<file path="src/rtl/rata_lmt_writer.sv">
// LMT writer for the RATA monitor: flags CPU writes into AR/LMT and commits timestamps to LMT.
// Optional `RATA_DMA_MON_EN adds a DMA write port that feeds the same modification flags.
module rata_lmt_writer #(
   parameter int unsigned      ADDR_W   = 16,
   parameter int unsigned      DATA_W   = 16,
   parameter logic [ADDR_W-1:0] AR_BASE  = 16'h8000,
   parameter logic [ADDR_W-1:0] AR_END   = 16'hBFFF,
   parameter logic [ADDR_W-1:0] LMT_BASE = 16'h0100,
   localparam int unsigned     TS_W     = 2 * DATA_W
) (
   input  logic              clk,
   input  logic              reset,
   input  logic              cpu_wr_en,
   input  logic [ADDR_W-1:0] cpu_addr,
`ifdef RATA_DMA_MON_EN
   input  logic              dma_wr_en,
   input  logic [ADDR_W-1:0] dma_addr,
`endif
   input  logic              up_lmt,
   input  logic              mem_ready,
   output logic              mod_mem_ar,
   output logic              mod_mem_lmt,
   output logic              mem_wr_en,
   output logic [ADDR_W-1:0] mem_addr,
   output logic [DATA_W-1:0] mem_wdata,
   output logic              busy,
   output logic              lmt_done,
   output logic [TS_W-1:0]   lmt_value
);

   localparam logic [ADDR_W-1:0] LmtHiAddr = LMT_BASE + ADDR_W'(1);

   typedef enum logic [1:0] {StIdle, StWrLo, StWrHi} state_e;

   state_e              state_q;
   logic [TS_W-1:0]     ts_d, ts_q;
   logic [TS_W-1:0]     shadow_q;
   logic                pending_q;
   logic                up_lmt_q;
   logic                mod_ar_d, mod_ar_q;
   logic                mod_lmt_d, mod_lmt_q;
   logic                mem_wr_en_q;
   logic [ADDR_W-1:0]   mem_addr_q;
   logic [DATA_W-1:0]   mem_wdata_q;
   logic                lmt_done_q;
   logic [TS_W-1:0]     lmt_value_q;
   logic                req;

   // Only the external write ports are observed; our own mem_* writes never reach the flags.
   always_comb begin
      mod_ar_d  = cpu_wr_en && (cpu_addr >= AR_BASE) && (cpu_addr <= AR_END);
      mod_lmt_d = cpu_wr_en && ((cpu_addr == LMT_BASE) || (cpu_addr == LmtHiAddr));
`ifdef RATA_DMA_MON_EN
      mod_ar_d  = mod_ar_d || (dma_wr_en && (dma_addr >= AR_BASE) && (dma_addr <= AR_END));
      mod_lmt_d = mod_lmt_d ||
                  (dma_wr_en && ((dma_addr == LMT_BASE) || (dma_addr == LmtHiAddr)));
`endif
   end

   // Saturating so freshness stays monotonic.
   always_comb begin
      ts_d = ts_q;
      if (ts_q != {TS_W{1'b1}}) ts_d = ts_q + TS_W'(1);
   end

   assign req = up_lmt && !up_lmt_q;

   always_ff @(posedge clk or posedge reset) begin
      if (reset) begin
         ts_q      <= '0;
         up_lmt_q  <= 1'b0;
         mod_ar_q  <= 1'b0;
         mod_lmt_q <= 1'b0;
      end else begin
         ts_q      <= ts_d;
         up_lmt_q  <= up_lmt;
         mod_ar_q  <= mod_ar_d;
         mod_lmt_q <= mod_lmt_d;
      end
   end

   always_ff @(posedge clk or posedge reset) begin
      if (reset) begin
         state_q     <= StIdle;
         shadow_q    <= '0;
         pending_q   <= 1'b0;
         mem_wr_en_q <= 1'b0;
         mem_addr_q  <= '0;
         mem_wdata_q <= '0;
         lmt_done_q  <= 1'b0;
         lmt_value_q <= '0;
      end else begin
         lmt_done_q <= 1'b0;
         unique case (state_q)
            StIdle: begin
               if (req) begin
                  shadow_q    <= ts_q;
                  state_q     <= StWrLo;
                  mem_wr_en_q <= 1'b1;
                  mem_addr_q  <= LMT_BASE;
                  mem_wdata_q <= ts_q[DATA_W-1:0];
               end
            end
            StWrLo: begin
               if (req) pending_q <= 1'b1;
               if (mem_ready) begin
                  state_q     <= StWrHi;
                  mem_addr_q  <= LmtHiAddr;
                  mem_wdata_q <= shadow_q[TS_W-1:DATA_W];
               end
            end
            StWrHi: begin
               if (mem_ready) begin
                  lmt_value_q <= shadow_q;
                  lmt_done_q  <= 1'b1;
                  // A request landing on the final handshake still earns one re-run.
                  if (pending_q || req) begin
                     shadow_q    <= ts_q;
                     pending_q   <= 1'b0;
                     state_q     <= StWrLo;
                     mem_addr_q  <= LMT_BASE;
                     mem_wdata_q <= ts_q[DATA_W-1:0];
                  end else begin
                     state_q     <= StIdle;
                     mem_wr_en_q <= 1'b0;
                     mem_addr_q  <= '0;
                     mem_wdata_q <= '0;
                  end
               end else if (req) begin
                  pending_q <= 1'b1;
               end
            end
            default: begin
               state_q     <= StIdle;
               mem_wr_en_q <= 1'b0;
               mem_addr_q  <= '0;
               mem_wdata_q <= '0;
            end
         endcase
      end
   end

   assign mod_mem_ar  = mod_ar_q;
   assign mod_mem_lmt = mod_lmt_q;
   assign mem_wr_en   = mem_wr_en_q;
   assign mem_addr    = mem_addr_q;
   assign mem_wdata   = mem_wdata_q;
   assign busy        = (state_q != StIdle);
   assign lmt_done    = lmt_done_q;
   assign lmt_value   = lmt_value_q;

endmodule

</file>
<file path="config.mk">
export PLATFORM = sky130hd
export DESIGN_NAME = rata_lmt_writer
export DESIGN_NICKNAME = d
export VERILOG_FILES = /design/src/rtl/rata_lmt_writer.sv
export SDC_FILE = /design/constraint.sdc
export NUM_CORES = 1
export LEC_CHECK = 0
export ABC_AREA = 1
export BUFFER_PORTS_ARGS = -buffer_cell sky130_fd_sc_hd__buf_2
export CAP_MARGIN = 20
export CORE_UTILIZATION = 56
export CTS_CLUSTER_SIZE = 8
export DETAILED_ROUTE_END_ITERATION = 8
export GPL_TIMING_DRIVEN = 0
export HOLD_SLACK_MARGIN = 0.1
export PLACE_DENSITY_LB_ADDON = 0.12
export SLEW_MARGIN = 40
export SYNTH_ARGS = -nofsm -noshare
export SYNTH_HDL_FRONTEND = slang
export SYNTH_SLANG_ARGS = --single-unit
</file>
<file path="constraint.sdc">
create_clock -name clk -period 4.42 [get_ports clk]
set_clock_uncertainty 0.05 [all_clocks]
set_input_delay 0.884 -clock clk [delete_from_list [all_inputs] [get_ports clk]]
set_output_delay 0.884 -clock clk [all_outputs]
set_load 0.005 [all_outputs]
</file>
==> summary.md, run 1 <==
| Metric | Value |
|---|---|
| DR pass1 iterations | `5` |
| Crit Path Category | `flop to output port` |
| Share of layout cells above drive strength 1 | `20.4%` |
| HP Class | `input pin to asynchronous set/reset pin` |
| Average footprint of a synthesized cell | `8.16 µm²` |
| Drt total wl | `13.7 mm` |
| CTS sink count | `121` |
| Psw | `1130 µW` |
| Clk slew on worst S/H paths | `0.06 ns` |
| Post-CTS setup buffers | `0` |
| Worst hold slack | `0.284 ns` |
| Initial antenna violation count | `0` |
| Synth warnings | `0` |
| GRT overflow | `0` |
| Switching Share | `33.1%` |
| Tcrit/Tclk final | `51.4%` |
| Gr usage total | `29.6%` |
| Vias per inst | `5.16` |
| Asr flop ratio synth | `100%` |
| Pin count of the biggest net entering global routing | `80` |
| First-pass GRT wire length | `22.6 mm` |
| Share of the synthesized area in the top cell type | `55.6%` |
| Top cells by area, synth | `dfrtp_1 56%, nand2_1 17%, nand3_1 5.6%, o21ai_0 5.4%, nor2_1 3.9%` |
| EDFF count, synth | `0` |
| Final setup vio count | `0` |
| Fin. Hold Viols | `0` |
| Initial Utilization | `58.4%` |
| Maxcap violations | `0` |
| I/O pins | `90` |
| Max H-tree Level | `4` |
| Die X | `101 µm` |
| Gpl congestion | `0.943` |
| Setup repair after global routing missed its margin | `no` |
| Crit path DAT | `1.34 ns` |
| Post-synthesis cell count | `668` |
| Fin nets | `797` |
| CP Launch Type | `flop` |
| Pins Over Slew Limit | `0` |
| Post-route ant nets | `0` |
| Leakage | `0.00338 µW` |
| Clock power frac | `38.9%` |
| Seq/Total Area, Yosys | `55.6%` |
| Antenna Cells | `0` |
| Fill count | `770` |
| CTS Buffer Depth | `2` |
| TritonCTS clock tree | `done` |
| Peak VDD IR | `0.230 mV` |
| Crit. End Element | `output port` |
| Post-Syn Area | `5450 µm²` |
| Cts bufs inserted | `17` |
| Seq pwr share | `39.3%` |
| Vias in the first global route | `4800` |
| Commonest cells post-synth | `249 x nand2_1, 121 x dfrtp_1, 61 x nand3_1` |
| Die H | `101 µm` |
| Top-count cell post-synth | `nand2_1` |
| Count of cells resized by post-cts repair | `0` |
| PD cells | `514 nW/µm²` |
| Top cell type by total area after synthesis | `dfrtp_1` |
| Drc violations | `0` |
| Row count | `35` |
| Data required, critical path | `3.49 ns` |
| DRT iter0 DRCs | `285` |
| Core ar. | `9330 µm²` |
| Synth Flop Type | `dfrtp_1` |
| Crit path max fanout | `5` |
| Register bit count reported by yosys | `121` |
| Core Util, Final | `71.1%` |
| Vias | `4730` |
| Fmax | `0.440 GHz` |
| Wire per inst | `14.9 µm` |
| Area growth syn-to-layout | `21.8%` |
| Minimum clock period | `2.27 ns` |
| Clock root cell | `clkbuf_8` |
| Synth cell types | `27` |
| Internal | `2280 µW` |
| Logic pwr share | `21.7%` |
| DIE AREA | `10100 µm²` |
| Outcome | `finished, final reports clean` |
| IO buf count | `74` |
| Clk Latency, worst-skew pair | `0.52 ns` |
| Hold-fix buffers, CTS | `0` |
| Final HPWL DP | `9.74 mm` |
[through the flow]
| stage | worst slack (ns) | TNS (ns) | cell area [µm²] | std cells | total power, µW |
|---|---|---|---|---|---|
| 6_report | 2.15 | 0 | 6630 | 917 | 3410 |
| 3_5_place_dp | 2.28 | 0 | 6060 | 885 | 2080 |
| 5_1_grt | 2.09 | 0 | 6630 | 917 | 3580 |
| 4_1_cts | 2.15 | 0 | 6630 | 917 | 3420 |
| 3_3_place_gp | -0.945 | -113.55 | 6030 | 884 | 2050 |
| 2_1_floorplan | 0.272 | 0 | 5500 | 681 | 1800 |
[cell type report]
type	count	area, µm²	share of cell area, %
tap	129	161	2.43
timing repair buffer	75	398	6.00
sequential	121	3030	45.7
clock buffer	17	414	6.24
multi-input combinational	470	2030	30.6
clock inverter	15	155	2.34
inverter	58	225	3.40
buffer	32	219	3.30
[power groups by stage]
stage / Sequential [µW] / Combinational [µW] / Clock (µW)
3_3_place_gp: 1350 / 705 / 0
6_report: 1340 / 741 / 1330
4_1_cts: 1340 / 745 / 1330
2_1_floorplan: 1360 / 436 / 0
5_1_grt: 1350 / 843 / 1380
3_5_place_dp: 1350 / 729 / 0
[cell families (layout without fill, tap and decap cells)]
group | after synthesis | count (layout) | share of synthesized area (%)
adder cells (fa/ha/maj) | 1 | 1 | 0.230
XOR/XNOR | 2 | 2 | 0.322
flip-flops | 121 | 121 | 55.6
buffers and inverters | 90 | 197 | 8.02
AND/OR/NAND/NOR | 390 | 390 | 29.9
other | 1 | 14 | 0.0688
AO/OA/AOI/OAI | 63 | 63 | 5.88
[state kept, by name (all words and copies together) (netlist names)]
register	count
mem_wr_en	1
mod_mem_lmt	1
pending_q	1
state_q	1
lmt_value	32
up_lmt_q	1
shadow_q	32
mem_addr	2
mod_mem_ar	1
ts_q	32
lmt_done	1
mem_wdata	16
[worst max-delay path, stage by stage, from the launching register on]
cell	delay (ns)
dfrtp_1	0.43
nor2_1	0.16
inv_1	0.10
buf_2	0.13
[path summary, 6_finish.rpt]
| check | startpoint | to | slack, ns | cells past startpoint |
|---|---|---|---|---|
| hold reg to reg | lmt_value[23]$_DFFE_PP0P_ | lmt_value[23]$_DFFE_PP0P_ | 0.42 | 2 |
| min in group clk | lmt_value[23]$_DFFE_PP0P_ | lmt_value[23]$_DFFE_PP0P_ | 0.42 | 2 |
| setup / recovery | mem_addr[0]$_DFFE_PP0P_ | busy | 2.15 | 3 |
| setup reg to reg | ts_q[0]$_DFFE_PP0P_ | ts_q[0]$_DFFE_PP0P_ | 2.44 | 9 |
| max in group asynchronous | reset | ts_q[2]$_DFFE_PP0P_ | 3.36 | 3 |
| hold / removal | reset | ts_q[28]$_DFFE_PP0P_ | 0.28 | 2 |
[cells in the final DEF (no fill, tap or decap), types with 2 or more instances in the layout]
master       n
clkinv_4     3
conb_1      14
xor2_1       2
nand2_1    249
o21ai_0     59
buf_2       83
nand3_1     61
nor2_4       4
clkbuf_16   16
clkbuf_1     2
dfrtp_1    121
inv_1       53
a21oi_1      2
buf_6        3
nand2_2      7
inv_6        6
nor2_1      56
inv_8        4
or2_2        5
inv_2        3
buf_4       17
nor4_1       4
[routing by layer]
layer	up-vias	GRT usage, %	wire, µm
met4	0	11.7	268
met2	148	50.8	6820
li1	2296	-	-
met5	-	0	0
met3	29	6.17	678
met1	2257	36.6	5900
(Power assumes the default switching activity.)
==> run 2, diff against run 1 <==
Settings changed: CORE_UTILIZATION 56 to 51.
Clock period 4.42 ns to 1.9 ns, I/O delays scaled along.
==> summary.md, run 2 (synthesis results as in run 1) <==
| Metric | Value |
|---|---|
| FF-to-FF End | `ts_q[0]$_DFFE_PP0P_` |
| PD cells | `1170 nW/µm² (+130%)` |
| I/O pins | `90 (unchanged)` |
| HP Class | `input pin to flop` |
| Pin count of the biggest net entering global routing | `27 (-66%)` |
| Final HPWL DP | `10.2 mm (+4.5%)` |
| Maxcap violations | `0 (unchanged)` |
| Fin nets | `817 (+2.5%)` |
| Tcrit/Tclk final | `95.2%` |
| R2r startpoint | `ts_q[0]$_DFFE_PP0P_` |
| Core ar. | `10300 µm² (+11%)` |
| Fin Setup TNS | `0 ns (unchanged)` |
| Antenna Cells | `0 (unchanged)` |
| Worst hold slack | `0.185 ns (-0.0987 ns)` |
| Crit. End Element | `output port` |
| Vias | `4764 (+0.72%)` |
| Gr usage total | `27.2% (-2.4 points)` |
| Minimum clock period | `1.81 ns` |
| Area growth syn-to-layout | `26.7%` |
| DR pass1 iterations | `5 (unchanged)` |
| Share of layout cells above drive strength 1 | `21.1% (+0.63 points)` |
| DIE AREA | `11100 µm² (+9.6%)` |
| Register-to-Register Path Depth | `9 (unchanged)` |
| Drc violations | `0 (unchanged)` |
| IO buf count | `74 (unchanged)` |
| CTS sink count | `121 (unchanged)` |
| Seq. cell area | `3030 µm² (about the same)` |
| Peak VDD IR | `0.588 mV (+160%)` |
| Setup repair after global routing missed its margin | `no` |
| Vias per inst | `5.05 (-2.1%)` |
| Wire per inst | `14.9 µm (+0.16%)` |
| Crit path DAT | `1.38 ns (+0.04 ns)` |
| Crit path max fanout | `5 (unchanged)` |
| Outcome | `finished, final reports clean` |
| Initial antenna violation count | `0 (unchanged)` |
| First-pass GRT wire length | `22.9 mm (+1.1%)` |
| Final setup vio count | `0 (unchanged)` |
| Critical Path End | `busy` |
| Fill count | `871 (+13%)` |
| Leakage | `0.00349 µW (+3.4%)` |
| Post-route ant nets | `0 (unchanged)` |
| Fin. Hold Viols | `0 (unchanged)` |
| Clk Latency, worst-skew pair | `0.53 ns (about the same)` |
| Clk slew on worst S/H paths | `0.06 ns (about the same)` |
| GRT overflow | `0 (unchanged)` |
| Vias in the first global route | `4583 (-4.5%)` |
| TritonCTS clock tree | `done` |
| CTS Buffer Depth | `2 (unchanged)` |
| CP Launch Type | `flop` |
| Die X | `105 µm (+4.7%)` |
| Data required, critical path | `1.47 ns (-2.02 ns)` |
| Commonest cells after routing, fill and taps aside | `249 x nand2_1, 119 x dfrtp_1, 83 x buf_2, 61 x nand3_1, 59 x o21ai_0` |
| Initial Utilization | `52.8% (-5.6 points)` |
| Crit Path Category | `flop to output port` |
| Area of the multi-input gates | `2030 µm² (+0.12%)` |
| Die H | `105 µm (+4.7%)` |
| Drt total wl | `14.1 mm (+3.0%)` |
| Critical path origin | `mem_addr[0]$_DFFE_PP0P_` |
| Gpl congestion | `0.912 (-3.3%)` |
| Pins Over Slew Limit | `0 (unchanged)` |
| Row count | `37 (+5.7%)` |
| Cts bufs inserted | `17 (unchanged)` |
| DRT iter0 DRCs | `250 (-12%)` |
| Max H-tree Level | `4 (unchanged)` |
| Clock root cell | `clkbuf_8` |
| Fmax | `0.553 GHz` |
| Internal reg-to-reg setup slack | `0.14 ns (-2.30 ns)` |
| Commonest non-fill, non-tap cell in the layout | `nand2_1` |
## run 2: repair_timing
| action | 4_1_cts | 5_1_grt |
|---|---|---|
| endpoints found under the setup margin | 1 | 8 |
| gates cloned | 0 | 0 |
| pin swaps | 0 | 0 |
| gates resized for setup | 1 | 2 |
| endpoints found under the hold margin | 21 | 0 |
| setup buffers | 0 | 4 |
| hold buffers | 12 | 0 |
## run 2: worst min-delay path by stage
stage	start	to	slack, ns	depth (start not counted)
2_1_floorplan	up_lmt	up_lmt_q$_DFF_PP0_	0.36	0
3_3_place_gp	lmt_value[3]$_DFFE_PP0P_	lmt_value[3]$_DFFE_PP0P_	0.41	2
3_5_place_dp	reset	ts_q[30]$_DFFE_PP0P_	0.37	2
4_1_cts	mem_ready	mem_addr[0]$_DFFE_PP0P_	0.19	3
5_1_grt	mem_ready	state_q[0]$_DFFE_PP0P_	0.24	4
6_report	mem_ready	mem_addr[0]$_DFFE_PP0P_	0.19	3
## run 2: routing by layer
metal / vias to the layer above / track usage [%] / routed length, µm
met5: - / 0 / 0
met4: 0 / 8.85 / 352
met3: 29 / 6.56 / 578
met2: 128 / 45.6 / 6920
met1: 2267 / 34.8 / 6220
li1: 2340 / - / -
## run 2: where the power goes
| part | leakage (µW) | switching, µW | total, µW | internal, µW |
|---|---|---|---|---|
| clock network | 0.000280 | 1190 | 3200 | 2020 |
| registers | 0.00163 | 185 | 3120 | 2930 |
| logic | 0.00158 | 1140 | 1770 | 623 |
| total | 0.00349 | 2510 | 8090 | 5570 |
## run 2: cell type report
class	count	area share, %
Multi-Input combinational cell	470	29.5
Sequential cell	121	43.9
Tap cell	136	2.47
Clock inverter	12	2.18
Buffer	32	3.17
Clock buffer	19	6.26
Inverter	58	3.21
Timing Repair Buffer	95	9.32
## run 2: per-stage QoR
stage	util, %	power (µW)	area, µm²	setup slack (ns)	std cells
after floorplan	-	4180	5500	-0.0133	681
after global placement	58.5	4800	6040	-0.755	891
after detailed placement	59.7	4890	6160	0.0208	896
after CTS	66.5	8110	6870	0.0761	939
after global routing	66.8	8470	6900	0.0316	943
final	66.8	8090	6900	0.0905	943
## run 2: critical path: stages, from the launching register on
cell	delay, ns
dfrtp_1	0.43
nor2_1	0.17
inv_1	0.11
buf_2	0.14
